### src/rtl/trace_capture_if.sv
// Trace word stream between the capture buffer and its consumer.
// The producer holds data/valid/last until the consumer takes the word with ready.
interface trace_capture_if;
    logic [31:0] tr_data;
    logic        tr_valid;
    logic        tr_last;
    logic        tr_ready;

    modport master (output tr_data, output tr_valid, output tr_last, input tr_ready);
    modport slave  (input tr_data, input tr_valid, input tr_last, output tr_ready);
endinterface

### src/rtl/trace_capture.sv
// Processor trace capture: buffers 4-word records in a FIFO and streams them
// out one word at a time, tracking dropped records with a sticky flag and counter.
module trace_capture #(
    parameter  int DEPTH = 8,
    localparam int AW    = $clog2(DEPTH),
    localparam int CW    = AW + 1
) (
    input  logic                 clk,
    input  logic                 reset,
    input  logic                 en,
    input  logic [31:0]          PC_in,
    input  logic [31:0]          Instr_in,
    input  logic [31:0]          ALUResult_in,
    input  logic                 PCSrc_in,
    input  logic                 RegWrite_in,
    input  logic                 MemWrite_in,
    input  logic [3:0]           NZCV_in,
    input  logic                 clr,
    trace_capture_if.master      tr,
    output logic [CW-1:0]        count,
    output logic                 overflow,
    output logic [7:0]           drop_count
);

    logic [3:0][31:0] mem [DEPTH];
    logic [AW-1:0]    wr_ptr;
    logic [AW-1:0]    rd_ptr;
    logic [1:0]       word_idx;
    logic [15:0]      timestamp;
    logic             gap_pend;

    logic             full;
    logic             accept;
    logic             pop;
    logic             push;
    logic             drop;
    logic [3:0][31:0] record;

    assign full   = (count == CW'(DEPTH));
    assign accept = tr.tr_valid && tr.tr_ready;
    assign pop    = accept && (word_idx == 2'd3);
    // A full buffer can still take a record when the head leaves on this same edge.
    assign push   = en && (!full || pop);
    assign drop   = en && full && !pop;

    assign record = {{NZCV_in, PCSrc_in, RegWrite_in, MemWrite_in, gap_pend, 8'h00, timestamp},
                     ALUResult_in, Instr_in, PC_in};

    always_ff @(posedge clk) begin
        if (push) begin
            mem[wr_ptr] <= record;
        end
    end

    always_ff @(posedge clk) begin
        if (reset) begin
            wr_ptr     <= '0;
            rd_ptr     <= '0;
            count      <= '0;
            word_idx   <= 2'd0;
            timestamp  <= 16'd0;
            overflow   <= 1'b0;
            drop_count <= 8'd0;
            gap_pend   <= 1'b0;
        end else begin
            timestamp <= timestamp + 16'd1;
            if (push) begin
                wr_ptr   <= wr_ptr + 1'b1;
                gap_pend <= 1'b0;
            end
            if (pop) begin
                rd_ptr <= rd_ptr + 1'b1;
            end
            if (accept) begin
                word_idx <= word_idx + 2'd1;
            end
            count <= count + {{AW{1'b0}}, push} - {{AW{1'b0}}, pop};

            // A drop on the same edge as clr counts as the first drop after clearing.
            if (drop) begin
                gap_pend   <= 1'b1;
                overflow   <= 1'b1;
                if (clr) begin
                    drop_count <= 8'd1;
                end else if (drop_count != 8'hFF) begin
                    drop_count <= drop_count + 8'd1;
                end
            end else if (clr) begin
                overflow   <= 1'b0;
                drop_count <= 8'd0;
            end
        end
    end

    always_comb begin
        tr.tr_valid = (count != '0);
        tr.tr_data  = 32'h0;
        tr.tr_last  = 1'b0;
        if (tr.tr_valid) begin
            tr.tr_data = mem[rd_ptr][word_idx];
            tr.tr_last = (word_idx == 2'd3);
        end
    end

endmodule

### src/flat_wrapper.sv
// flat-port wrapper written by rule: the top's interface ports become plain ports
module trace_capture_flat 
#(
    parameter  int DEPTH = 8,
    localparam int AW    = $clog2(DEPTH),
    localparam int CW    = AW + 1
)
  (clk, reset, en, PC_in, Instr_in, ALUResult_in, PCSrc_in, RegWrite_in, MemWrite_in, NZCV_in, clr, count, overflow, drop_count, tr_tr_data, tr_tr_valid, tr_tr_last, tr_tr_ready);
  trace_capture_if tr_i ();
  input  logic clk;
  input  logic reset;
  input  logic en;
  input  logic [31:0] PC_in;
  input  logic [31:0] Instr_in;
  input  logic [31:0] ALUResult_in;
  input  logic PCSrc_in;
  input  logic RegWrite_in;
  input  logic MemWrite_in;
  input  logic [3:0] NZCV_in;
  input  logic clr;
  output logic [CW-1:0] count;
  output logic overflow;
  output logic [7:0] drop_count;
  output wire logic [$bits(tr_i.tr_data)-1:0] tr_tr_data;
  output wire logic [$bits(tr_i.tr_valid)-1:0] tr_tr_valid;
  output wire logic [$bits(tr_i.tr_last)-1:0] tr_tr_last;
  input wire logic [$bits(tr_i.tr_ready)-1:0] tr_tr_ready;
  assign tr_tr_data = tr_i.tr_data;
  assign tr_tr_valid = tr_i.tr_valid;
  assign tr_tr_last = tr_i.tr_last;
  assign tr_i.tr_ready = tr_tr_ready;
  trace_capture #(.DEPTH(DEPTH)) u_core (.clk(clk), .reset(reset), .en(en), .PC_in(PC_in), .Instr_in(Instr_in), .ALUResult_in(ALUResult_in), .PCSrc_in(PCSrc_in), .RegWrite_in(RegWrite_in), .MemWrite_in(MemWrite_in), .NZCV_in(NZCV_in), .clr(clr), .tr(tr_i), .count(count), .overflow(overflow), .drop_count(drop_count));
endmodule
### config.mk
export PLATFORM = sky130hd
export DESIGN_NAME = trace_capture_flat
export DESIGN_NICKNAME = d
export VERILOG_FILES = /design/src/rtl/trace_capture_if.sv /design/src/rtl/trace_capture.sv /design/src/flat_wrapper.sv
export SDC_FILE = /design/constraint.sdc
export NUM_CORES = 1
export LEC_CHECK = 0
export ABC_AREA = 1
export BUFFER_PORTS_ARGS = -buffer_cell sky130_fd_sc_hd__buf_4
export CAP_MARGIN = 15
export CORE_MARGIN = 2
export CORE_UTILIZATION = 40
export DETAILED_ROUTE_END_ITERATION = 10
export PLACE_DENSITY = 0.53
export SYNTH_ARGS = -nofsm -noshare
export SYNTH_HDL_FRONTEND = slang
export SYNTH_SLANG_ARGS = --single-unit
### constraint.sdc
create_clock -name clk -period 9.4 [get_ports clk]
set_clock_uncertainty 0.1 [all_clocks]
set_input_delay 0.47 -clock clk [delete_from_list [all_inputs] [get_ports clk]]
set_output_delay 0.47 -clock clk [all_outputs]
set_load 0.02 [all_outputs]
Word-level counts from Yosys, hierarchy flattened
Memories as Yosys holds them, arrays and structs flattened. A register that Yosys moved wholly into a read port is not among the register bits.
Index checks and enable logic that the tools add are counted.
- add/subtract/negate cells: 7
- $lt $le $gt $ge: 1
- eq/ne operators: 3
- multiplexer cells: 16
- reduce and logical (&&, ||, !) cells: 13
- operators by type and width (cell ; count):
    binary-select mux 32 bit (select 2 bit) ; 1
    two-way mux 32 bit ; 2
    two-way mux 8 bit ; 4
    adder 16 x 1 -> 16 bit (second input constant) ; 1
    adder 8 x 1 -> 8 bit (second input constant) ; 1
    inequality test 8 bit (second input constant) ; 1
    two-way mux 1 bit ; 7
    adder 3 x 1 -> 3 bit (second input constant) ; 2
    two-way mux 3 bit ; 2
    nonzero test 2 bit ; 3
    logical AND 1 bit ; 5
    adder 4 x 1 -> 4 bit ; 1
    == test 4 bit (second input constant) ; 1
    nonzero test 4 bit ; 1
    subtractor 4 x 1 -> 4 bit ; 1
    less-than comparator 2 x 3 -> 1 bit (second input constant) ; 1
    adder 2 x 1 -> 2 bit (second input constant) ; 1
    == test 2 bit (second input constant) ; 1
    zero test 1 bit ; 2
    AND reduction 2 bit ; 1
    logical OR 1 bit ; 1
- bits in registers: 38
- bits in writable memories: 960
- input port bits: 108
- word-level logic and storage cells: 49
- memories: 1
- memory list (memory ; depth ; bits a word ; rd ports ; clocked after Yosys merged registers in ; wr ports ; line ; RTL):
    u_core.mem ; 8 ; 120 ; 1 ; 1 ; 1 ; trace_capture.sv:25 ; logic [3:0][31:0] mem [DEPTH];

Longest topological paths before layout
- depth after elaboration: 7
- mapped depth: 14
- gate-level depth less buffers: 14

Worst setup path after synthesis
Ideal clock, no wire load.
- path kind: reg2reg
- from: register u_core.count[2]
- to: memory u_core.mem[0][0] in the netlist's numbering (enable)
- arrival time: 6586 ps
- required time: 8700 ps
- path slack: 2114 ps
- cell stages (with the launch flop): 11
- buffers on the path: 0
- cells stage by stage: dfxtp_1 -> inv_1 -> ha_1 -> inv_1 -> nor3_4 -> nor2_4 -> nand2_4 -> nand2_1 -> nand2_1 -> or2_2 -> nor2_1
- cells in the longest elaborated chain, start to end: 7
- ends and longest elaborated chain (item ; line ; RTL):
    from (decl) ; trace_capture.sv:20 ; output logic [CW-1:0] count,
    from (signal assigned) ; trace_capture.sv:77 ; count <= count + {{AW{1'b0}}, push} - {{AW{1'b0}}, pop};
    nonzero test 4 bit ; trace_capture.sv:96 ; tr.tr_valid = (count != '0);
    logical AND 1 bit ; trace_capture.sv:40 ; assign accept = tr.tr_valid && tr.tr_ready;
    logical AND 1 bit ; trace_capture.sv:41 ; assign pop = accept && (word_idx == 2'd3);
    logical OR 1 bit (*) ; trace_capture.sv:43 ; assign push = en && (!full || pop);
    logical AND 1 bit (*) ; trace_capture.sv:43 ;
    two-way mux 1 bit (*) ; trace_capture.sv:50 ; if (push) begin
    two-way mux 1 bit (not written as such) (*) ; trace_capture.sv:51 ; mem[wr_ptr] <= record;
    to (decl) ; trace_capture.sv:25 ;
Mark *: on every way between the ends. The rest lies on a longest branch, timed or not.

==> flow_metrics.tcl <==
set metrics [dict create \
    cts_buffers 107 \
    wl_met3_mm 6.03 \
    ys_async_sr_fraction_pct 0 \
    synth_top_area_cell "edfxtp_1" \
    clk_latency_ps 690 \
    outcome "completed" \
    slew_violations 0 \
    clockBufferDepth 3 \
    cpMostUsedCell "nand2_1" \
    maxCapViolations 0 \
    slew_headroom_pct 29.5 \
    cp.arrival_ps 4330 \
    fillCellCount 9351 \
    drcViolationCount 0 \
    fp.dieH_microns 325 \
    core_area_sq_um 102000 \
    syn2layout_area_growth_pct 16.5 \
    synth_seq_area_share_pct 72.0 \
    htreeDepth 3 \
    comb_power_share_pct 14.8 \
    path_cells "buf_4 > buf_4 > nand2_1 > nand3_1 > nand3_1 > nand2_1 > nand2_1 > nand2_1 > nor2_1 > nor2_1 > buf_4" \
    worst_pin_slew_ps 1060 \
    p_switching_mw 2.93 \
    synth_compound_area_share_pct 2.52 \
    die_x_microns 325 \
    cp-end-kind "output pin" \
    worstHoldStart "reset" \
    grt_max_degree 186 \
    critical_path_class "register to output pin" \
    firstDrtPassIters 6 \
    cp_slowest_cell "buf_4" \
    dr_wl_met2_mm 53.6 \
    cts_setup_buffers 0 \
    ios 155 \
    intPower_mw 7.89 \
    setup_ws_ps 4500 \
    path_max_fanout 84 \
    cts-root-buf "clkbuf_16" \
    vias_per_cell 5.08 \
    cts.clk_slew.worst_paths_ps 60 \
    ir_drop_mv 0.178 \
    postSynthAreaPerCell_sq_um 11.2 \
    top_layer_used "met5" \
    netlist_top_cells_count "nand2_1, edfxtp_1, nand3_1" \
    grt-ovfl-total 0 \
    first_global_vias 26500 \
    startpoint_type "register" \
    port_buffers 154 \
    die_area_sq_um 106000 \
    placed_cell_area_sq_um 43600 \
    pwr-share-clk_pct 37.0 \
    synth.area.top_cells "edfxtp_1, nand2_1, nand3_1" \
    cts_tree "done" \
    finalNonFillerCells 5355 \
    drt_iter0_drc 2604 \
    critPathBufInv 3 \
    ys_types 33 \
    synthMuxAreaShare_pct 0 \
    yosysMostFrequentCell "nand2_1" \
    dp_slack_ps 5060 \
    crit_family "buffers and inverters" \
    slowest_delay_ps 860 \
    yosys.area_share.simple_pct 20.3 \
    antenna_found_initial 6 \
    globalplace.congestion 0.754 \
    ys_ff_latch 1001 \
    r2r-start "u_core.count[2]" \
    fin_area_sq_um 48000 \
    ys.warnings.count 0 \
    tns_ps 0 \
    placed_cells_incl_taps 5048 \
    hold_viol 0 \
    vias 27200 \
    switching_share_pct 27.1 \
    synth_top_area_share_pct 70.0 \
    start_util_pct 40.4 \
    grt_pass1_wl_mm 169 \
    synthXorXnorAreaFrac_pct 0.0851 \
    row_count 117 \
    netlist_area_sq_um 41200 \
    met1_length_mm 50.0 \
    nets 4013 \
    wl_mm 112 \
    setup_violations 0 \
    dp_hpwl_mm 59.0 \
    wl_per_cell_microns 20.9 \
    syn-num-nets 3810 \
    rsz0062_at_grt "false" \
    antenna_left 0 \
    required_ps 8830 \
    synth_top_family_by_area "simple AND/OR/NAND/NOR gates" \
    p_leak_nw 18.2 \
    synth_edf_count 960 \
    power_density_nw_per_um2 226 \
    synth_cells 3691 \
    ys.flop_type "edfxtp_1" \
    min_period_ps 4900 \
    hold_path.class "input port to register" \
    fin_crit_sh_pct 52.1 \
    seqPwrFrac_pct 48.2 \
    max_freq_mhz 204 \
    track_usage_pct 21.0 \
    clkSinkCount 1001 \
    synthAdderAreaFrac_pct 0.352 \
    drive_above_1_share_pct 9.16 \
]
per-stage QoR:
step / hold WS (ps) / power (mW) / utilization [%]
5_1_grt: 67.1 / 11.2 / 47.1
3_3_place_gp: 337 / 6.88 / 42.8
6_report: 57.3 / 10.8 / 47.1
2_1_floorplan: 325 / 6.16 / -
4_1_cts: 17.8 / 10.9 / 47.1
3_5_place_dp: 345 / 6.89 / 42.8
cells in the final DEF, fill, tap and decap left out, types with 4 or more instances in the layout:
cell type	count
a21oi_1	43
buf_12	7
buf_4	189
bufinv_16	4
clkbuf_1	29
clkbuf_16	110
clkinv_1	25
clkinv_2	21
dfxtp_1	37
dlygate4sd3_1	105
edfxtp_1	960
ha_1	10
inv_1	263
nand2_1	1177
nand3_1	614
nor2_1	189
nor2_4	9
nor3_1	6
o211ai_1	16
o21ai_0	117
o22ai_1	14
cells by family after synthesis:
kind of cell | count (synthesis)
adders and majority gates | 11
AOI/OAI and AO/OA | 195
xor gates and xnor gates | 4
and+or+nand+nor | 2004
buffers and inverters | 476
DFF | 1001
layer usage:
metal  vias up  track usage, %
li1      13000               -
met1     13400            29.3
met2       702            34.7
met3       145            3.23
met4         8            5.11
met5         -               0
power groups by stage:
stage | clock network (mW) | registers (mW) | logic, mW
6_report | 4.00 | 5.22 | 1.60
5_1_grt | 4.27 | 5.24 | 1.74
4_1_cts | 4.08 | 5.22 | 1.62
3_5_place_dp | 0 | 5.31 | 1.57
3_3_place_gp | 0 | 5.31 | 1.57
2_1_floorplan | 0 | 5.36 | 0.807
flip-flops by register name, indices dropped and copies added (netlist names), named ones only:
register / cells
u_core.count: 4
u_core.drop_count: 8
u_core.gap_pend: 1
u_core.mem: 960
u_core.overflow: 1
u_core.rd_ptr: 3
u_core.timestamp: 16
u_core.word_idx: 2
u_core.wr_ptr: 3
final cells by class:
class                           count  area (sq um)  share of cell area (%)
Sequential cell                  1001         29700                    61.8
Multi-Input combinational cell   2214          9630                    20.1
Clock buffer                      142          2900                    6.05
Inverter                          269          1030                    2.15
Antenna cell                        2          5.00                  0.0104
Clock inverter                     58           427                   0.889
Tap cell                         1368          1710                    3.57
Timing Repair Buffer              301          2610                    5.44
worst register-to-register path, cell delays in order (launching register included):
cell,delay (ps)
dfxtp_1,340
inv_1,80
ha_1,200
inv_1,90
nor3_4,40
buf_4,230
nor2_4,200
nand2_4,100
nand2_1,70
nand2_1,120
or2_2,410
nor2_4,700
buf_4,500
buf_4,720
final timing paths:
path | endpoint | slack [ps] | depth (start not counted)
worst min register to register | u_core.rd_ptr[2] | 360 | 1
worst max-delay path | tr_tr_data[14] | 4500 | 11
worst max register to register | u_core.mem[2][40] | 5060 | 13
worst min-delay path | u_core.timestamp[0] | 60 | 2
timing repair:
item | in CTS | in global routing
endpoints found under the hold margin | 826 | 0
hold buffers | 105 | 0
resized for setup | 0 | 0
setup endpoints to repair | 0 | 0
No activity file was read; power rests on OpenSTA's default activity.
